[src/rtl/idu_ctrl_pkg.sv]
// Shared types for the instruction decode stage: immediate formats,
// RV32 opcode constants and FSM state encodings.
package idu_ctrl_pkg;

  typedef enum logic [2:0] {
    FMT_I = 3'd0,
    FMT_U = 3'd1,
    FMT_J = 3'd2,
    FMT_S = 3'd3,
    FMT_B = 3'd4
  } fmt_e;

  typedef enum logic [1:0] {
    ST_EMPTY = 2'd0,
    ST_FULL  = 2'd1,
    ST_HALT  = 2'd2
  } state_e;

  localparam logic [6:0] OP_LUI    = 7'b0110111;
  localparam logic [6:0] OP_AUIPC  = 7'b0010111;
  localparam logic [6:0] OP_JAL    = 7'b1101111;
  localparam logic [6:0] OP_JALR   = 7'b1100111;
  localparam logic [6:0] OP_LOAD   = 7'b0000011;
  localparam logic [6:0] OP_IMM    = 7'b0010011;
  localparam logic [6:0] OP_SYSTEM = 7'b1110011;
  localparam logic [6:0] OP_REG    = 7'b0110011;
  localparam logic [6:0] OP_STORE  = 7'b0100011;
  localparam logic [6:0] OP_BRANCH = 7'b1100011;

endpackage

[src/rtl/idu_ctrl_decode_imm.sv]
// Purely combinational RV32 immediate extraction for a given format.
module decodeIMM
  import idu_ctrl_pkg::*;
(
  input  logic [31:0] inst,
  input  fmt_e        fmt,
  output logic [31:0] imm
);

  always_comb begin
    imm = {{20{inst[31]}}, inst[31:20]};
    case (fmt)
      FMT_U: imm = {inst[31:12], 12'b0};
      FMT_J: imm = {{12{inst[31]}}, inst[19:12], inst[20], inst[30:21], 1'b0};
      FMT_S: imm = {{20{inst[31]}}, inst[31:25], inst[11:7]};
      FMT_B: imm = {{20{inst[31]}}, inst[7], inst[30:25], inst[11:8], 1'b0};
      default: imm = {{20{inst[31]}}, inst[31:20]};
    endcase
  end

endmodule

[src/rtl/idu_ctrl.sv]
// Decode stage: one-entry skid-free pipeline register with immediate decode,
// illegal-opcode halt, flush and a consumed-result counter.
module idu_ctrl
  import idu_ctrl_pkg::*;
#(
  parameter int CNT_W = 32
) (
  input  logic             clk,
  input  logic             rst,
  input  logic             in_valid,
  output logic             in_ready,
  input  logic [31:0]      in_inst,
  input  logic [31:0]      in_pc,
  input  logic             flush,
  output logic             out_valid,
  input  logic             out_ready,
  output logic [31:0]      out_inst,
  output logic [31:0]      out_pc,
  output logic [31:0]      out_imm,
  output logic [2:0]       out_op_imm,
  output logic             out_illegal,
  output logic [CNT_W-1:0] dec_cnt
);

  state_e           state_reg;
  logic [31:0]      inst_reg;
  logic [31:0]      pc_reg;
  logic [31:0]      imm_reg;
  fmt_e             fmt_reg;
  logic             illegal_reg;
  logic [CNT_W-1:0] cnt_reg;

  fmt_e        fmt_next;
  logic        illegal_next;
  logic [31:0] imm_next;
  logic        accept;
  logic        consume;

  always_comb begin
    fmt_next     = FMT_I;
    illegal_next = 1'b0;
    case (in_inst[6:0])
      OP_LUI, OP_AUIPC: fmt_next = FMT_U;
      OP_JAL:           fmt_next = FMT_J;
      OP_JALR, OP_LOAD, OP_IMM, OP_SYSTEM, OP_REG: fmt_next = FMT_I;
      OP_STORE:         fmt_next = FMT_S;
      OP_BRANCH:        fmt_next = FMT_B;
      default:          illegal_next = 1'b1;
    endcase
  end

  decodeIMM u_decode_imm (
    .inst (in_inst),
    .fmt  (fmt_next),
    .imm  (imm_next)
  );

  // Consuming an illegal result sends us to HALT, so no accept can overlap it.
  assign in_ready = !flush && ((state_reg == ST_EMPTY) ||
                    (state_reg == ST_FULL && out_ready && !illegal_reg));
  assign accept   = in_valid && in_ready;
  assign consume  = (state_reg == ST_FULL) && out_ready && !flush;

  always_ff @(posedge clk or posedge rst) begin
    if (rst) begin
      state_reg   <= ST_EMPTY;
      inst_reg    <= '0;
      pc_reg      <= '0;
      imm_reg     <= '0;
      fmt_reg     <= FMT_I;
      illegal_reg <= 1'b0;
      cnt_reg     <= '0;
    end else begin
      if (consume)
        cnt_reg <= cnt_reg + CNT_W'(1);
      if (accept) begin
        inst_reg    <= in_inst;
        pc_reg      <= in_pc;
        imm_reg     <= imm_next;
        fmt_reg     <= fmt_next;
        illegal_reg <= illegal_next;
      end
      if (flush) begin
        state_reg <= ST_EMPTY;
      end else begin
        case (state_reg)
          ST_EMPTY: if (accept) state_reg <= ST_FULL;
          ST_FULL: begin
            if (out_ready) begin
              if (illegal_reg)  state_reg <= ST_HALT;
              else if (accept)  state_reg <= ST_FULL;
              else              state_reg <= ST_EMPTY;
            end
          end
          ST_HALT:  state_reg <= ST_HALT;
          default:  state_reg <= ST_EMPTY;
        endcase
      end
    end
  end

  assign out_valid   = (state_reg == ST_FULL);
  assign out_inst    = inst_reg;
  assign out_pc      = pc_reg;
  assign out_imm     = imm_reg;
  assign out_op_imm  = fmt_reg;
  assign out_illegal = illegal_reg;
  assign dec_cnt     = cnt_reg;

endmodule

[config.mk]
export PLATFORM = sky130hd
export DESIGN_NAME = idu_ctrl
export DESIGN_NICKNAME = d
export VERILOG_FILES = /design/src/rtl/idu_ctrl_pkg.sv /design/src/rtl/idu_ctrl_decode_imm.sv /design/src/rtl/idu_ctrl.sv
export SDC_FILE = /design/constraint.sdc
export NUM_CORES = 1
export LEC_CHECK = 0
export ABC_AREA = 1
export CAP_MARGIN = 5
export CORE_ASPECT_RATIO = 2
export CORE_MARGIN = 10
export CORE_UTILIZATION = 51
export DETAILED_ROUTE_END_ITERATION = 10
export PLACE_DENSITY = 0.87
export SYNTH_ARGS = -nofsm -noshare
export SYNTH_HDL_FRONTEND = slang
export SYNTH_SLANG_ARGS = --single-unit
[constraint.sdc]
create_clock -name clk -period 12.95 [get_ports clk]
set_input_delay 2.59 -clock clk [delete_from_list [all_inputs] [get_ports clk]]
set_output_delay 2.59 -clock clk [all_outputs]
set_load 0.01 [all_outputs]
==> results of run 1 <==
path summary, 6_finish.rpt:
kind	startpoint	end	slack [ns]	depth (start not counted)
worst max-delay path	out_ready	in_ready	6.26	6
worst min-delay path	out_pc[17]	out_pc[17]	0.48	2
worst max register to register	out_illegal	out_imm[10]	10.44	8
worst min register to register	out_pc[17]	out_pc[17]	0.48	2
max in group asynchronous	rst	out_pc[5]	9.07	3
min in group asynchronous	rst	out_pc[12]	2.70	2
cell families after synthesis:
kind of cell / count (synthesis) / share of synthesized area (%)
compound gates: 42 / 3.73
xor+xnor: 15 / 2.04
fa+ha+maj: 1 / 0.194
buf+inv: 93 / 6.16
flops: 133 / 51.7
simple gates: 551 / 36.1
metrics by stage:
stage | area (µm²) | total power (µW)
after floorplan | 6430 | 672
after global placement | 8540 | 881
after detailed placement | 8540 | 889
after CTS | 9100 | 1350
after global routing | 9100 | 1410
final | 9100 | 1340
tightest hold or removal path, delay by kind of cell (launching register included):
kind | cells | cell delay [ns]
DFF | 1 | 0.34
and+or+nand+nor | 2 | 0.11
placed cells by master, fill, tap and decap left out, drive strengths merged:
cell,Yosys,routed
a21boi,8,8
a21oi,2,2
buf,24,4
bufinv,0,1
clkbuf,3,18
clkdlybuf4s50,0,202
clkinv,0,2
clkinvlp,0,6
dfrtp,133,133
ha,1,1
inv,66,70
nand2,404,404
nand3,46,46
nand3b,4,4
nand4,10,10
nor2,83,83
nor3,3,3
o211ai,1,1
o21ai,29,29
o22ai,1,1
o31ai,1,1
or2,1,1
xnor2,6,6
xor2,9,9
layout make-up:
cell class / count / share of cell area (%)
well taps: 150 / 2.06
clock buffers: 18 / 4.83
repair buffers: 206 / 22.5
multi-input cells: 609 / 29.9
clock inverters: 13 / 1.36
inverters: 66 / 2.78
flip-flops and latches: 133 / 36.6
routing by layer:
| layer | wire, µm | vias to the layer above | global-route usage [%] |
|---|---|---|---|
| met5 | 0 | - | 0 |
| met3 | 1350 | 57 | 7.14 |
| met4 | 950 | 0 | 12.1 |
| met1 | 7020 | 2896 | 23.4 |
| met2 | 11600 | 217 | 44.3 |
| li1 | - | 2973 | - |
power groups by stage:
| stage | sequential [µW] | combinational [µW] | clock (µW) |
|---|---|---|---|
| CTS | 533 | 354 | 468 |
| global route | 541 | 379 | 485 |
| global placement | 535 | 346 | 0 |
| finish | 533 | 348 | 462 |
| detailed placement | 538 | 351 | 0 |
| floorplan | 566 | 106 | 0 |
==> flow_summary.json, run 1 <==
{
  "fill_cells": 956,
  "dieArea_um2": 17800,
  "regArea_um2": 3330,
  "final_max_slew_viol_count": 0,
  "grt_usage_pct": 24.1,
  "wirelength_mm": 21.0,
  "grt_start_max_net_pins": 86,
  "cts.repair.resized": 0,
  "path_delay_family": "buffers and inverters",
  "cp_slowest_cell": "clkdlybuf4s50_1",
  "postCtsSetupRepairBufs": 0,
  "status": "complete, no violations",
  "drv_cap": 0,
  "numClockSinks": 133,
  "criticalPathCategory": "in2out",
  "tritoncts": "done",
  "cp_num_buf_inv": 4,
  "grt_pass1_vias": 6430,
  "drive_above_1_share_pct": 7.27,
  "synth_commonest_cells": "nand2_1 (398), dfrtp_1 (133), nor2_1 (71)",
  "root_buffer": "clkbuf_16",
  "core_um2": 12500,
  "ys_seq_area_share_pct": 51.7,
  "ys_warn_count": 0,
  "cp-start-kind": "input port",
  "p_switching_uw": 407,
  "hold_class": "reg2reg",
  "finalHoldViolCount": 0,
  "antenna_found_initial": 0,
  "synth_seq_cells": 133,
  "peakVddDrop_mv": 0.117,
  "holdWs_ns": 0.477,
  "cp-end-kind": "output pin",
  "syn_nets": 905,
  "post-place-ws_ns": 6.28,
  "timing.final.ws_setup_ns": 6.26,
  "setup_viol_count_final": 0,
  "path_cells": "clkdlybuf4s50_1 > inv_2 > o21ai_2 > nand2_1 > inv_1 > clkdlybuf4s50_1",
  "pin_count": 203,
  "synth.area.top_cells": "dfrtp_1 (52%), nand2_1 (23%), nor2_1 (4.1%), inv_1 (3.3%), nand3_1 (2.8%)",
  "fin_setup_tns_ns": 0,
  "die_width_um": 99.4,
  "clkTransAtPathRegs_ns": 0.06,
  "slowest_delay_ns": 0.60,
  "vias": 6143,
  "worstPathRequired_ns": 10.36,
  "cts_inserted_buffers": 17,
  "p_leak_uw": 0.00443,
  "routedWlPerCell_um": 17.5,
  "synth_area_um2": 6430,
  "skew_ns": 0.0114,
  "rows": 58,
  "firstDrtPassIters": 5,
  "drt_iter0_markers": 247,
  "synth.largest_area_cell": "dfrtp_1",
  "antenna_cells": 0,
  "max_freq_mhz": 149,
  "arrival_ns": 4.10,
  "drc": 0,
  "seq_power_share_pct": 39.7,
  "power_density_nw_per_um2": 148,
  "dp_cells": 1164,
  "crit_top_cell": "clkdlybuf4s50_1",
  "gr-total-overflow": 0,
  "clock_path_buffers": 2,
  "max_slew_margin_pct": 48.7,
  "intPower_uw": 935,
  "syn2layout_area_growth_pct": 41.4,
  "utilization_pct": 72.9,
  "pwr-share-clk_pct": 34.4,
  "rsz0062_at_grt": "no",
  "clock_latency_ns": 0.41,
  "worst-path-max-fanout": 4,
  "power_frac_comb_pct": 25.9,
  "htreeDepth": 4,
  "gp_congestion": 0.940,
  "multi_input_area_um2": 2720,
  "dp_hpwl_mm": 15.6,
  "synth_edf_count": 0,
  "yosysMostFrequentCell": "nand2_1",
  "start_util_pct": 51.5,
  "async_flop_share_pct": 100,
  "final_nets": 1103,
  "fin_cells": 1195,
  "synth_ff_type": "dfrtp_1",
  "synthCells": 835,
  "vias_per_cell": 5.14,
  "fp.dieH_um": 179,
  "synth_top_area_share_pct": 51.7,
  "ant_nets": 0,
  "post-route-period-util_pct": 51.7,
  "netSwitchingFraction_pct": 30.3,
  "synth_cell_types": 33,
  "grt_pass1_wl_mm": 33.7,
  "worstMarginPinSlew_ns": 0.770,
  "portBuffers": 202,
  "cts_hold_buf": 0,
  "period_needed_ns": 6.69,
  "avgSynthCellArea_um2": 7.70
}
Power figures use the tool's default switching activity.
==> run 2, diff against run 1 <==
Settings changed: CORE_UTILIZATION 51 to 47, PLACE_DENSITY 0.87 to 0.81.
Clock period 12.95 ns to 6.9 ns, I/O delays scaled along.
==> flow_summary.json, run 2 (synthesis results as in run 1) <==
{
  "peakVddDrop_mv": 0.180,
  "cp_num_buf_inv": 4,
  "htreeDepth": 4,
  "firstDrtPassIters": 5,
  "gr-total-overflow": 0,
  "routedWlPerCell_um": 17.2,
  "vias": 6090,
  "cts.repair.resized": 0,
  "worstPathRequired_ns": 5.52,
  "post-place-ws_ns": 2.65,
  "antenna_cells": 0,
  "antenna_found_initial": 0,
  "syn2layout_area_growth_pct": 41.9,
  "r2r_cells": 7,
  "grt_start_max_net_pins": 81,
  "portBuffers": 202,
  "cp_slowest_cell": "clkdlybuf4s50_1",
  "regArea_um2": 3330,
  "timing.final.ws_setup_ns": 2.63,
  "rsz0062_at_grt": "no",
  "root_buffer": "clkbuf_16",
  "drive_above_1_share_pct": 7.27,
  "drc": 0,
  "max_slew_margin_pct": 46.1,
  "cts_hold_buf": 0,
  "multi_input_area_um2": 2720,
  "core_um2": 13400,
  "cp.depth": 6,
  "final_common_cell": "nand2_1",
  "worst-path-max-fanout": 4,
  "cts_inserted_buffers": 17,
  "grt_pass1_vias": 6255,
  "cp-start-kind": "input port",
  "fill_cells": 1086,
  "hold_class": "reg2reg",
  "postCtsSetupRepairBufs": 0,
  "setup_viol_count_final": 0,
  "p_leak_uw": 0.00446,
  "finalHoldViolCount": 0,
  "max_freq_mhz": 234,
  "dieArea_um2": 19100,
  "fin_setup_tns_ns": 0,
  "drv_cap": 0,
  "final_cell_mix": "nand2_1 (398), clkdlybuf4s50_1 (202), dfrtp_1 (133), nor2_1 (71), inv_1 (55)",
  "crit_top_cell": "clkdlybuf4s50_1",
  "worstHoldPathCells": 2,
  "grt_usage_pct": 22.1,
  "post-route-period-util_pct": 61.8,
  "criticalPathCategory": "in2out",
  "worstMarginPinSlew_ns": 0.808,
  "rows": 60,
  "clock_latency_ns": 0.41,
  "tritoncts": "done",
  "cp-end-kind": "output pin",
  "start_util_pct": 47.9,
  "slowest_delay_ns": 0.56,
  "path_delay_family": "buffers and inverters",
  "fp.dieH_um": 185,
  "clkTransAtPathRegs_ns": 0.06,
  "period_needed_ns": 4.27,
  "vias_per_cell": 5.08,
  "drt_iter0_markers": 288,
  "wirelength_mm": 20.6,
  "arrival_ns": 2.89,
  "die_width_um": 103,
  "gp_congestion": 0.928,
  "status": "complete, no violations",
  "path_cells": "clkdlybuf4s50_1 > inv_2 > o21ai_2 > nand2_1 > inv_1 > clkdlybuf4s50_1",
  "power_density_nw_per_um2": 279,
  "numClockSinks": 133,
  "dp_hpwl_mm": 15.4,
  "skew_ns": 0.0121,
  "grt_pass1_wl_mm": 32.3,
  "clock_path_buffers": 2,
  "final_max_slew_viol_count": 0,
  "ant_nets": 0,
  "final_nets": 1104,
  "pin_count": 203
}
==> run 2: changes by cell type in the layout (fill, tap and decap cells not counted), sizes merged <==
cell / before / now
bufinv: 1 / 2
buf: 4 / 5
clkbuf: 18 / 19
inv: 70 / 68
clkinvlp: 6 / 3
clkinv: 2 / 4
==> run 2: worst register-to-register path, delay by kind of cell (launching register included) <==
| family | cells | cell delay, ns |
|---|---|---|
| AND/OR/NAND/NOR | 4 | 1.06 |
| buffers and inverters | 2 | 0.77 |
| flip-flops | 1 | 0.36 |
| AO/OA/AOI/OAI | 1 | 0.09 |
==> run 2: worst paths after layout <==
| check | startpoint | end | slack (ns) |
|---|---|---|---|
| max | out_ready | in_ready | 2.63 |
| min | out_pc[19] | out_pc[19] | 0.48 |
| min in group asynchronous | rst | out_pc[27] | 1.37 |
| max in group asynchronous | rst | out_imm[26] | 4.45 |
| max reg2reg | state_reg[0] | out_imm[15] | 4.49 |
| min reg2reg | out_pc[19] | out_pc[19] | 0.48 |
==> run 2: metrics by stage <==
step | std cells | utilization (%) | hold WS, ns | instance area (µm²) | total power, µW
after CTS | 1200 | 67.9 | 0.481 | 9130 | 2570
after global routing | 1200 | 67.9 | 0.494 | 9130 | 2670
after floorplan | 835 | - | 0.515 | 6430 | 1260
final | 1200 | 67.9 | 0.476 | 9130 | 2550
after detailed placement | 1170 | 63.6 | 0.464 | 8550 | 1670
after global placement | 1170 | 63.6 | 0.461 | 8550 | 1660
==> run 2: power by group <==
| group | internal (µW) | switching [µW] |
|---|---|---|
| combinational | 337 | 312 |
| clock | 549 | 348 |
| sequential | 912 | 90.8 |
==> run 2: layer usage <==
| metal | share of wire (%) | vias to the layer above | GRT usage, % |
|---|---|---|---|
| met2 | 54 | 213 | 39.8 |
| met3 | 8.4 | 38 | 8.40 |
| met4 | 3.5 | 0 | 9.90 |
| li1 | - | 2963 | - |
| met5 | 0 | - | 0 |
| met1 | 34 | 2876 | 21.4 |
==> run 2: layout make-up <==
cell class	instances	area share (%)
Multi-Input combinational cell	609	29.8
Sequential cell	133	36.5
Tap cell	155	2.12
Clock buffer	19	4.96
Clock inverter	11	1.40
Inverter	66	2.74
Timing Repair Buffer	207	22.6
